## src/rtl/serial_arith_pkg.sv

```systemverilog
// Shared definitions for the bit-serial arithmetic blocks: FSM state encoding and default width.
package serial_arith_pkg;

    localparam int unsigned DEFAULT_WIDTH = 8;

    typedef enum logic [1:0] {
        IDLE = 2'b00,
        RUN  = 2'b01,
        DONE = 2'b10
    } state_e;

endpackage

```

## src/rtl/fs_nand.sv

```systemverilog
// One-bit full subtractor (d = x - y - bin) built from nine 2-input NAND gates.
module fs_nand (
    input  logic x,
    input  logic y,
    input  logic bin,
    output logic d,
    output logic bout
);

    logic n1, n2, n3, hd;
    logic m1, m2, m3;

    // Stage 1: x - y; n3 is the active-low stage borrow (~x & y).
    nand g1 (n1, x, y);
    nand g2 (n2, x, n1);
    nand g3 (n3, y, n1);
    nand g4 (hd, n2, n3);

    // Stage 2: hd - bin; m3 is the active-low stage borrow (~hd & bin).
    nand g5 (m1, hd, bin);
    nand g6 (m2, hd, m1);
    nand g7 (m3, bin, m1);
    nand g8 (d, m2, m3);

    // OR of the two stage borrows from their inverted forms.
    nand g9 (bout, n3, m3);

endmodule

```

## src/rtl/serial_sub_nand.sv

```systemverilog
// Bit-serial subtractor diff = a - b, LSB first, using a single NAND full-subtractor cell.
// Optional macro SERIAL_SUB_SIGNED_OVF_EN adds the two's-complement overflow output ovf.
module serial_sub_nand
    import serial_arith_pkg::*;
#(
    parameter int unsigned WIDTH = DEFAULT_WIDTH
) (
    input  logic             clk,
    input  logic             rst_n,
    input  logic             start,
    input  logic [WIDTH-1:0] a,
    input  logic [WIDTH-1:0] b,
    output logic             busy,
    output logic             done,
    output logic [WIDTH-1:0] diff,
    output logic             borrow_out
`ifdef SERIAL_SUB_SIGNED_OVF_EN
    ,
    output logic             ovf
`endif
);

    localparam int unsigned CNT_W = $clog2(WIDTH) + 1;

    state_e           state_q, state_d;
    logic [WIDTH-1:0] sa_q, sa_d;
    logic [WIDTH-1:0] sb_q, sb_d;
    logic [WIDTH-2:0] dsr_q, dsr_d;
    logic [WIDTH-1:0] diff_q, diff_d;
    logic [CNT_W-1:0] cnt_q, cnt_d;
    logic             borrow_q, borrow_d;
    logic             bout_q, bout_d;
    logic             accept, last;
    logic             bit_d, bit_bo;

    fs_nand u_fs (
        .x    (sa_q[0]),
        .y    (sb_q[0]),
        .bin  (borrow_q),
        .d    (bit_d),
        .bout (bit_bo)
    );

    assign accept = (state_q != RUN) && start;
    assign last   = (state_q == RUN) && (cnt_q == CNT_W'(WIDTH - 1));

    always_ff @(posedge clk) begin
        if (!rst_n) begin
            state_q <= IDLE;
        end else begin
            state_q <= state_d;
        end
    end

    always_comb begin
        state_d = state_q;
        case (state_q)
            IDLE:    state_d = start ? RUN : IDLE;
            RUN:     state_d = last ? DONE : RUN;
            DONE:    state_d = start ? RUN : IDLE;
            default: state_d = IDLE;
        endcase
    end

    always_comb begin
        busy = (state_q == RUN);
        done = (state_q == DONE);
    end

    // Operand capture, one bit per RUN cycle, result commit on the last bit.
    // dsr holds the low WIDTH-1 result bits; the final bit joins them at commit.
    always_comb begin
        sa_d     = sa_q;
        sb_d     = sb_q;
        dsr_d    = dsr_q;
        diff_d   = diff_q;
        cnt_d    = cnt_q;
        borrow_d = borrow_q;
        bout_d   = bout_q;
        if (accept) begin
            sa_d     = a;
            sb_d     = b;
            borrow_d = 1'b0;
            cnt_d    = '0;
        end else if (state_q == RUN) begin
            sa_d     = sa_q >> 1;
            sb_d     = sb_q >> 1;
            dsr_d    = (WIDTH-1)'({bit_d, dsr_q} >> 1);
            borrow_d = bit_bo;
            cnt_d    = cnt_q + CNT_W'(1);
            if (last) begin
                diff_d = {bit_d, dsr_q};
                bout_d = bit_bo;
            end
        end
    end

    always_ff @(posedge clk) begin
        if (!rst_n) begin
            sa_q     <= '0;
            sb_q     <= '0;
            dsr_q    <= '0;
            diff_q   <= '0;
            cnt_q    <= '0;
            borrow_q <= 1'b0;
            bout_q   <= 1'b0;
        end else begin
            sa_q     <= sa_d;
            sb_q     <= sb_d;
            dsr_q    <= dsr_d;
            diff_q   <= diff_d;
            cnt_q    <= cnt_d;
            borrow_q <= borrow_d;
            bout_q   <= bout_d;
        end
    end

    assign diff       = diff_q;
    assign borrow_out = bout_q;

`ifdef SERIAL_SUB_SIGNED_OVF_EN
    logic ovf_q, ovf_d;

    // Signed overflow: borrow into the MSB differs from borrow out of it.
    always_comb begin
        ovf_d = ovf_q;
        if (last) begin
            ovf_d = borrow_q ^ bit_bo;
        end
    end

    always_ff @(posedge clk) begin
        if (!rst_n) begin
            ovf_q <= 1'b0;
        end else begin
            ovf_q <= ovf_d;
        end
    end

    assign ovf = ovf_q;
`endif

endmodule

```

## config.mk

```make
export PLATFORM = sky130hd
export DESIGN_NAME = serial_sub_nand
export DESIGN_NICKNAME = d
export VERILOG_FILES = /design/src/rtl/serial_arith_pkg.sv /design/src/rtl/fs_nand.sv /design/src/rtl/serial_sub_nand.sv
export SDC_FILE = /design/constraint.sdc
export NUM_CORES = 1
export LEC_CHECK = 0
export ABC_CLOCK_PERIOD_IN_PS = 1400
export BUFFER_PORTS_ARGS = -buffer_cell sky130_fd_sc_hd__buf_4
export CORE_ASPECT_RATIO = 2
export CORE_UTILIZATION = 30
export CTS_CLUSTER_SIZE = 14
export DETAILED_ROUTE_END_ITERATION = 8
export HOLD_SLACK_MARGIN = 0.02
export REMOVE_ABC_BUFFERS = 1
export SLEW_MARGIN = 30
export SYNTH_ARGS = -nofsm -noshare
export SYNTH_HDL_FRONTEND = slang
export SYNTH_SLANG_ARGS = --single-unit
```

## constraint.sdc

```tcl
create_clock -name clk -period 1.4 [get_ports clk]
set_input_delay 0.14 -clock clk [delete_from_list [all_inputs] [get_ports clk]]
set_output_delay 0.14 -clock clk [all_outputs]
set_load 0.1 [all_outputs]
```

==> results by group, run 1 <==
GRT
  – GRT Util Overall: 12.8%
  – Global route overflow: 0
  – Pin count of the biggest net entering global routing: 24
  – Initial antenna violation count: 0
  – Vias in the first global route: 1186
  – First-pass GRT wire length: 5.38 mm

Clock tree
  – Clock buffer depth: 2
  – Later-pin clock latency in the skew report: 0.30 ns
  – Clock sinks: 39
  – Clock-pin slew on the worst setup and hold paths: 0.09 ns
  – Clock buffer count from CTS: 5
  – CTS Root Cell: clkbuf_8
  – H-tree lvl count: 2
  – CTS tree: done
  – Hold Buf Count CTS: 0

Placed design
  – DP Area: 0.00190 mm2
  – I/O Buffers: 29
  – Placer congestion estimate: 0.699
  – DP HPWL: 2.19 mm

Setup path
  – Crit. End Element: output port
  – Max Fanout on Critical Path: 3
  – Setup Crit Path Kind: flop to output port
  – Critical path arrival: 1.20 ns
  – Crit-path cells: nand2b_2 > clkinvlp_4 > buf_6
  – CP required: 1.26 ns
  – Cell family with most CP delay: buffers and inverters
  – Critical path's largest stage delay: 0.31 ns
  – CP max stage cell: dfxtp_1
  – Critical path launch point type: flop
  – Worst path buffer plus inverter count: 2

Power and ir drop
  – Overall Power: 2.59 mW
  – PD cells: 1240 mW/mm2
  – Psw: 588 uW
  – Combinational share of power: 10.9%
  – Max IR drop VDD: 0.678 mV
  – Seq pwr share: 46.0%
  – P_int: 2.00 mW
  – P_leak: 0.838 nW
  – Clock network power share: 43.1%
  – Sw frac: 22.7%

Layout
  – Sequential Area: 781 um2
  – Area of the multi-input gates: 777 um2
  – Nets@finish: 230
  – Final instance area: 0.00209 mm2
  – # fillers: 553
  – N_diodes: 0
  – Fraction of layout cells with a size suffix above 1: 23.8%
  – Area grow syn2layout: 27.4%
  – Util after Layout: 40.3%

Floorplan
  – Die height: 107 um
  – IO Pins: 30
  – Die area: 0.00579 mm2
  – Die Width: 54.3 um
  – Placement Rows: 37
  – Starting Density: 31.7%
  – Core ar.: 0.00518 mm2

STA
  – Worst clock skew: 0.0137 ns
  – Endpoints failing hold: 0
  – Final setup fails: 0
  – Crit path time final: 1.34 ns
  – Min Hold Slack: 0.0829 ns
  – Max Fclk: 747 MHz
  – Tcrit/Tclk final: 95.7%
  – Worst-Margin Slew: 0.329 ns
  – Final slew viol count: 0
  – Slew HR: 78.0%

Drt
  – Final ANT Viol Nets: 0
  – Number of iterations in the first detailed-routing pass: 3
  – DR WL/cell: 12.0 um
  – Via count: 1307
  – Initial DRC count: 18
  – Vias per cell: 4.88
  – DRC: 0
  – Routed WL: 3.23 mm

Logic synthesis
  – YS warnings: 0
  – Post-synthesis register bit count: 39
  – Synth top area share: 47.6%
  – Cells after Synth: 178
  – Biggest area consumer among synthesized cells: dfxtp_1
  – Library cells used by synthesis: 28
  – Post-synthesis sequential area ratio: 47.6%
  – Synthesized area: 0.00164 mm2
  – Largest cells by area after synthesis: dfxtp_1 48%, mux2i_1 15%, nand2_1 7.8%
  – Syn_area_per_cell: 9.22 um2

Hold path
  – Hold/Removal Path Class: input port to flop

Status
  – Status: complete, no violations

Run
  – Maxcap violations: 0
==> area by class of cell <==
type | instances | area share [%]
sequential | 39 | 37.3
multi-input combinational | 122 | 37.2
timing repair buffer | 37 | 14.6
tap | 58 | 3.47
clock buffer | 5 | 3.29
clock inverter | 3 | 3.23
inverter | 4 | 0.898
==> worst register-to-register path: stages (launching register included) <==
cell,delay [ns]
dfxtp_1,0.38
ha_1,0.20
nand3b_1,0.16
nor2_4,0.17
buf_12,0.15
mux2i_1,0.20
==> per-stage QoR <==
stage,std cells,TNS (ns),setup slack [ns]
3_3_place_gp,257,0,0.0896
3_5_place_dp,257,0,0.0271
2_1_floorplan,165,-21.98,-1.25
6_report,268,0,0.0604
5_1_grt,268,-0.0564,-0.0291
4_1_cts,267,0,0.0139
==> cell usage after synthesis (all sizes together) <==
master,instances
dfxtp,39
nand2,34
mux2i,24
nor2,19
a211oi,14
a21oi,10
buf,9
clkbuf,4
inv,3
nand3b,3
nand2b,2
nand3,2
nor2b,2
nor3,2
o21a,2
a31oi,1
clkinv,1
fa,1
ha,1
mux2,1
nor3b,1
o211a,1
o211ai,1
or3,1
==> state kept, by name, summed over array words and instances (netlist names) <==
register	flops
borrow_q	1
diff	8
state_q	2
borrow_out	1
dsr_q	7
sb_q	8
sa_q	8
cnt_q	4
==> metal layers <==
layer	vias to the layer above	global-route usage, %	part of all wire (%)
met4	0	6.59	2.2
met2	20	22.5	56
met1	615	13.1	38
met5	-	0	0
li1	666	-	-
met3	6	3.12	3.1
==> power groups by stage <==
stage	registers [mW]	clock network [mW]	logic (mW)
4_1_cts	1.19	1.14	0.282
6_report	1.19	1.12	0.283
5_1_grt	1.20	1.18	0.312
2_1_floorplan	1.21	0	0.162
3_3_place_gp	1.21	0	0.270
3_5_place_dp	1.21	0	0.273
==> what timing repair did <==
action                                  CTS  global route
endpoints found under the setup margin    3             5
pin swaps                                 1             0
resized for setup                         3             3
endpoints found under the hold margin     0             0
buffers inserted                          2             1
==> final timing paths <==
kind                            slack, ns        from  cells past startpoint    endpoint
worst max-delay path                 0.06  state_q[1]                      3        busy
worst min-delay path                 0.08        b[7]                      3     sb_q[7]
worst min register to register       0.46     diff[2]                      2     diff[2]
worst max register to register       0.08    cnt_q[1]                      5  borrow_out
==> logic make-up after synthesis <==
group | share of synthesized area [%]
AOI/OAI and AO/OA | 12.1
buffers and inverters | 5.26
adders and majority gates | 1.98
muxes | 15.5
DFF | 47.6
and+or+nand+nor | 17.5
==> cell usage in the layout, fill, tap and decap left out, drive strengths merged <==
cell / synthesis / layout
dfxtp: 39 / 39
buf: 9 / 37
nand2: 34 / 34
mux2i: 24 / 24
nor2: 19 / 19
a211oi: 14 / 14
a21oi: 10 / 10
clkbuf: 4 / 5
nand3b: 3 / 3
clkinvlp: 0 / 2
nor2b: 2 / 2
inv: 3 / 2
nand3: 2 / 2
nor3: 2 / 2
o21a: 2 / 2
bufinv: 0 / 2
nand2b: 2 / 2
clkinv: 1 / 1
or3: 1 / 1
a31oi: 1 / 1
o211ai: 1 / 1
o211a: 1 / 1
mux2: 1 / 1
nor3b: 1 / 1
fa: 1 / 1
ha: 1 / 1
Power figures use the tool's default switching activity.
==> inputs of run 2 (changes only) <==
--- a/config.mk
+++ b/config.mk
@@ -8,10 +8,13 @@
 export ABC_CLOCK_PERIOD_IN_PS = 1400
 export BUFFER_PORTS_ARGS = -buffer_cell sky130_fd_sc_hd__buf_4
 export CORE_ASPECT_RATIO = 2
+export CORE_MARGIN = 2
 export CORE_UTILIZATION = 30
 export CTS_CLUSTER_SIZE = 14
 export DETAILED_ROUTE_END_ITERATION = 8
+export GPL_TIMING_DRIVEN = 1
 export HOLD_SLACK_MARGIN = 0.02
+export MAX_ROUTING_LAYER = met4
 export REMOVE_ABC_BUFFERS = 1
 export SLEW_MARGIN = 30
 export SYNTH_ARGS = -nofsm -noshare
==> run 2 against run 1 <==
  * Setup slack improved by 0.059 ns
  * First-iteration DRC count down 39%
  * Clock-buffer cell count rose by 2
  * Global-route usage fell by 0.76 points
  * Power fell by 16%
  * Die area is 5.6% higher
  * Flip-flop and latch count unchanged
  * Via count down 1.1%
  * Sequential power hardly changed
  * Wire length shrank 0.12%
  * Hold slack better by 0.0030 ns
  * Register-to-register slack better by 0.08 ns
  * Highest routed layer unchanged
==> results by group, run 2 (synthesized netlist as in run 1, its figures left out) <==
Status
  – Status: complete, no violations

Placed design
  – DP HPWL: 2.28 mm
  – Placer congestion estimate: 0.698
  – Dpl ws: 0.00625 ns
  – I/O Buffers: 29

Setup path
  – Cell family with most CP delay: buffers and inverters
  – Crit. End Element: output port
  – Critical path launch point type: flop
  – Crit-path cells: nand2b_1 > inv_1 > buf_4
  – Setup Crit Path Kind: flop to output port
  – CP required: 1.26 ns
  – Critical path's largest stage delay: 0.31 ns
  – CP max stage cell: dfxtp_1
  – Worst path buffer plus inverter count: 2
  – Max Fanout on Critical Path: 3
  – Critical path arrival: 1.14 ns

Floorplan
  – Placement Rows: 38
  – Die area: 0.00612 mm2
  – Core ar.: 0.00537 mm2
  – Starting Density: 30.6%
  – Die height: 109 um
  – IO Pins: 30
  – Die Width: 56.3 um

STA
  – Final slew viol count: 0
  – Post-route worst setup slack: 0.119 ns
  – Worst clock skew: 0.00329 ns
  – Slew HR: 77.7%
  – Endpoints failing hold: 0
  – Max Fclk: 781 MHz
  – Final setup fails: 0
  – Tcrit/Tclk final: 91.5%
  – RSZ-0062 raised after global routing: false
  – Worst-Margin Slew: 0.334 ns
  – Crit path time final: 1.28 ns

Layout
  – Area grow syn2layout: 22.9%
  – Nets@finish: 230
  – Util after Layout: 37.6%
  – Commonest cells after routing, fill and taps aside: 38 x dfxtp_1, 36 x buf_4, 34 x nand2_1, 24 x mux2i_1, 18 x nor2_1
  – Fraction of layout cells with a size suffix above 1: 22.4%
  – N_diodes: 0
  – Commonest non-fill, non-tap cell in the layout: dfxtp_1

Clock tree
  – Clock buffer depth: 2
  – CTS Root Cell: clkbuf_8
  – Clock-pin slew on the worst setup and hold paths: 0.07 ns
  – Clock sinks: 39
  – H-tree lvl count: 2
  – Clock buffer count from CTS: 5
  – CTS tree: done
  – Later-pin clock latency in the skew report: 0.29 ns

Drt
  – Routed WL: 3.22 mm
  – DRC: 0
  – Final ANT Viol Nets: 0
  – DR WL/cell: 11.9 um
  – Initial DRC count: 11
  – Number of iterations in the first detailed-routing pass: 4
  – Vias per cell: 4.79
  – Via count: 1293

Power and ir drop
  – P_leak: 0.818 nW
  – Max IR drop VDD: 0.524 mV
  – PD cells: 1080 mW/mm2

GRT
  – Vias in the first global route: 1237
  – Global route overflow: 0
  – Pin count of the biggest net entering global routing: 24
  – Initial antenna violation count: 0
  – GRT Util Overall: 12.1%
  – First-pass GRT wire length: 5.57 mm

Hold path
  – Hold/Removal Path Class: input port to flop

Run
  – Maxcap violations: 0
[run 2: cell types whose count changed in the layout (fill, tap and decap cells not counted), sizes merged]
cell / before / now
bufinv: 2 / 0
clkbuf: 5 / 7
clkinvlp: 2 / 0
clkinv: 1 / 2
inv: 2 / 3
[run 2: final timing paths]
| path | endpoint | cells past startpoint | slack [ns] | start |
|---|---|---|---|---|
| worst min register to register | diff[0] | 2 | 0.46 | diff[0] |
| worst max-delay path | busy | 3 | 0.12 | state_q[1] |
| worst max register to register | diff[4] | 5 | 0.16 | cnt_q[1] |
| worst min-delay path | sb_q[7] | 3 | 0.09 | b[7] |
[run 2: through the flow]
step	total power [mW]	setup TNS (ns)	cell area, um2	hold WS (ns)	std cells
floorplan	1.37	-21.98	1570	0.258	165
global placement	1.49	0	1910	0.377	260
detailed placement	1.49	0	1910	0.392	260
CTS	2.22	0	2010	0.0810	269
global route	2.30	0	2020	0.105	270
finish	2.18	0	2020	0.0859	270
[run 2: layout make-up]
cell class                 count  area, um2
tap                           60       75.1
clock buffer                   7       76.3
clock inverter                 1       5.00
timing repair buffer          37        290
fill                         589       3350
sequential                    39        782
inverter                       4       15.0
multi-input combinational    122        774
[run 2: repair_timing]
item | in CTS | in global routing
gates cloned | 0 | 0
hold buffers | 0 | 0
endpoints found under the setup margin | 1 | 9
pin swaps | 1 | 0
resized for setup | 0 | 1
setup buffers | 1 | 1
[run 2: where the power goes]
part	internal [mW]	switching, mW
clock	0.349	0.375
combinational	0.121	0.150
sequential	1.16	0.0279
[run 2: tightest hold or removal path, delay by kind of cell]
kind | cells | cell delay, ns
multiplexers | 1 | 0.05
buffers and inverters | 1 | 0.07
AND/OR/NAND/NOR | 1 | 0.08
[run 2: metal layers]
metal	vias to the layer above	wire length, um	global-route usage, %	share of wire (%)
li1	662	-	-	-
met1	605	1260	12.4	39
met2	21	1760	20.6	55
met3	5	107	2.49	3.3
met4	0	96	7.65	3.0
met5	-	0	-	0
==> inputs of run 3 (changes only) <==
--- a/config.mk
+++ b/config.mk
@@ -19,4 +19,5 @@
 export SLEW_MARGIN = 30
 export SYNTH_ARGS = -nofsm -noshare
 export SYNTH_HDL_FRONTEND = slang
+export SYNTH_HIERARCHICAL = 1
 export SYNTH_SLANG_ARGS = --single-unit
==> run 3 against run 2 <==
  * Clock power is 52% higher
  * Sequential power hardly changed
  * Combinational power is 4% higher
  * Non-clock buffer count is 1 lower
  * Clock skew is 0.0046 ns higher
  * Flip-flop and latch count stayed put
  * Critical endpoint unchanged
  * Largest cell class unchanged
  * Highest routed layer unchanged
==> results by group, run 3 <==
Power and ir drop
  – P_int: 2.00 mW
  – Seq pwr share: 46.2%
  – P_leak: 0.844 nW
  – Sw frac: 22.4%
  – Combinational share of power: 10.9%
  – Max IR drop VDD: 0.802 mV
  – Psw: 577 uW
  – Clock network power share: 42.9%
  – PD cells: 1240 mW/mm2

Setup path
  – Setup Crit Path Kind: flop to output port
  – CP required: 1.26 ns
  – Max Fanout on Critical Path: 7
  – Flop2flop setup slack: 0.11 ns
  – Crit. End Element: output port
  – Crit-path cells: nand2b_1 > inv_2 > buf_8
  – Critical path arrival: 1.19 ns
  – Critical path's largest stage delay: 0.30 ns
  – Launching point of the worst reg2reg path: state_q[1]
  – Worst path buffer plus inverter count: 2
  – Critical path launch point type: flop
  – Cell family with most CP delay: buffers and inverters
  – CP max stage cell: dfxtp_1
  – RR Endpoint: cnt_q[2]
  – Reg2reg path depth: 4

STA
  – RSZ-0062 raised after global routing: false
  – Endpoints failing hold: 0
  – Tcrit/Tclk final: 95.3%
  – Final slew viol count: 0
  – Slew HR: 78.4%
  – Max Fclk: 749 MHz
  – Crit path time final: 1.33 ns
  – Worst-Margin Slew: 0.324 ns
  – Min Hold Slack: 0.0882 ns
  – Worst clock skew: 0.00789 ns
  – Final setup fails: 0

Drt
  – Via count: 1307
  – Number of iterations in the first detailed-routing pass: 4
  – DRC: 0
  – Final ANT Viol Nets: 0
  – Vias per cell: 4.84
  – DR WL/cell: 11.8 um
  – Routed WL: 3.19 mm
  – Initial DRC count: 14

Layout
  – N_diodes: 0
  – Fraction of layout cells with a size suffix above 1: 22.4%
  – Nets@finish: 230
  – Commonest cells after routing, fill and taps aside: 39 x dfxtp_1, 35 x nand2_1, 33 x buf_4, 25 x mux2i_1, 18 x nor2_1
  – Commonest non-fill, non-tap cell in the layout: dfxtp_1
  – Area grow syn2layout: 27.1%
  – Util after Layout: 39.1%

Hold path
  – Worst Hold Depth: 3
  – Hold/Removal Path Class: input port to flop
  – Hold Path Sink: sa_q[7]
  – Worst hold start: a[7]

Clock tree
  – Clock sinks: 39
  – Clock-pin slew on the worst setup and hold paths: 0.08 ns
  – CTS Root Cell: clkbuf_8
  – Clock buffer depth: 2
  – Later-pin clock latency in the skew report: 0.29 ns
  – Clock buffer count from CTS: 5
  – Hold Buf Count CTS: 0
  – CTS tree: done
  – H-tree lvl count: 2

GRT
  – First-pass GRT wire length: 5.26 mm
  – Vias in the first global route: 1215
  – GRT Util Overall: 11.2%
  – Global route overflow: 0
  – Initial antenna violation count: 0
  – Pin count of the biggest net entering global routing: 24

Logic synthesis
  – Post-synthesis register bit count: 39
  – Most used DFF post-synth: dfxtp_1
  – Post-synthesis sequential area ratio: 47.7%
  – Synthesized area: 0.00164 mm2
  – Simple-Gate Fraction of Synth Area: 17.6%
  – Syn_area_per_cell: 9.20 um2
  – Largest family of logic cells by synthesized area: simple AND/OR/NAND/NOR gates
  – Cells after Synth: 178
  – Biggest area consumer among synthesized cells: dfxtp_1
  – Commonest cells post-synth: 39 x dfxtp_1, 35 x nand2_1, 25 x mux2i_1, 18 x nor2_1, 14 x a211oi_1
  – Synth Area in Adders: 1.99%
  – Post-synthesis xor/xnor area fraction: 0%
  – Library cells used by synthesis: 26
  – Compound-gate portion of the synthesized area: 11.4%
  – Post-synth EDFFs: 0
  – Async S/R FF share, synth: 0%
  – Largest cells by area after synthesis: dfxtp_1 48%, mux2i_1 15%, nand2_1 8.0%
  – Synth top area share: 47.7%
  – YS warnings: 6
  – Post-synthesis mux area share: 16.2%
  – Count leader, synth: dfxtp_1

Floorplan
  – Die height: 108 um
  – Starting Density: 30.8%
  – Core ar.: 0.00533 mm2
  – IO Pins: 30
  – Die Width: 56.2 um
  – Die area: 0.00610 mm2
  – Placement Rows: 38

Placed design
  – Placer congestion estimate: 0.702
  – DP HPWL: 2.20 mm
  – I/O Buffers: 29

Status
  – Status: complete, no violations

Run
  – Maxcap violations: 0
## run 3: cell type report
class	instances	area (um2)
fillers	554	3240
clock inverters	2	60.1
flip-flops and latches	39	781
clock buffers	6	72.6
multi-input cells	122	772
inverters	5	18.8
well taps	60	75.1
repair buffers	36	303
## run 3: per-stage QoR
step / total power, mW / TNS [ns] / area [um2] / worst slack (ns) / cells
final: 2.58 / 0 / 2080 / 0.0653 / 270
after global routing: 2.68 / 0 / 2080 / 0.00271 / 270
after floorplan: 1.37 / -21.85 / 1570 / -1.25 / 166
after detailed placement: 1.50 / 0 / 1910 / 0.0203 / 260
after global placement: 1.49 / 0 / 1910 / 0.0917 / 260
after CTS: 2.60 / 0 / 2050 / 0.00668 / 268
## run 3: tightest hold or removal path, delay by kind of cell
family / cells / cell delay, ns
buf+inv: 1 / 0.08
simple gates: 1 / 0.08
mux: 1 / 0.06
## run 3: logic make-up (layout without fill, tap and decap cells)
logic type	after synthesis	in the layout
and+or+nand+nor	66	66
DFF	39	39
AOI/OAI and AO/OA	28	28
muxes	26	26
buffers and inverters	17	49
adders and majority gates	2	2
## run 3: repair_timing
item,CTS,global route
setup endpoints to repair,1,10
gates resized for setup,2,1
buffers inserted,0,2
pin swaps,0,1
## run 3: worst max-delay path by stage
stage | depth (start not counted) | startpoint | slack (ns) | end
2_1_floorplan | 4 | state_q[1] | -1.25 | cnt_q[0]
3_3_place_gp | 4 | cnt_q[0] | 0.09 | diff[6]
3_5_place_dp | 4 | cnt_q[0] | 0.02 | diff[7]
4_1_cts | 4 | cnt_q[0] | 0.007 | diff[4]
5_1_grt | 3 | state_q[1] | 0.003 | busy
6_report | 3 | state_q[1] | 0.07 | busy
## run 3: per-layer routing
metal	vias up	GRT usage, %	share of wire (%)
li1	667	-	-
met1	606	13.1	45
met2	28	17.5	48
met3	6	3.35	5.1
met4	0	5.61	2.1
met5	-	-	0
## run 3: power groups by stage
stage                     sequential (mW)  clock (mW)  combinational, mW
after global routing                 1.20        1.17              0.310
after floorplan                      1.21           0              0.163
final                                1.19        1.10              0.282
after global placement               1.21           0              0.273
after CTS                            1.19        1.13              0.285
after detailed placement             1.22           0              0.281
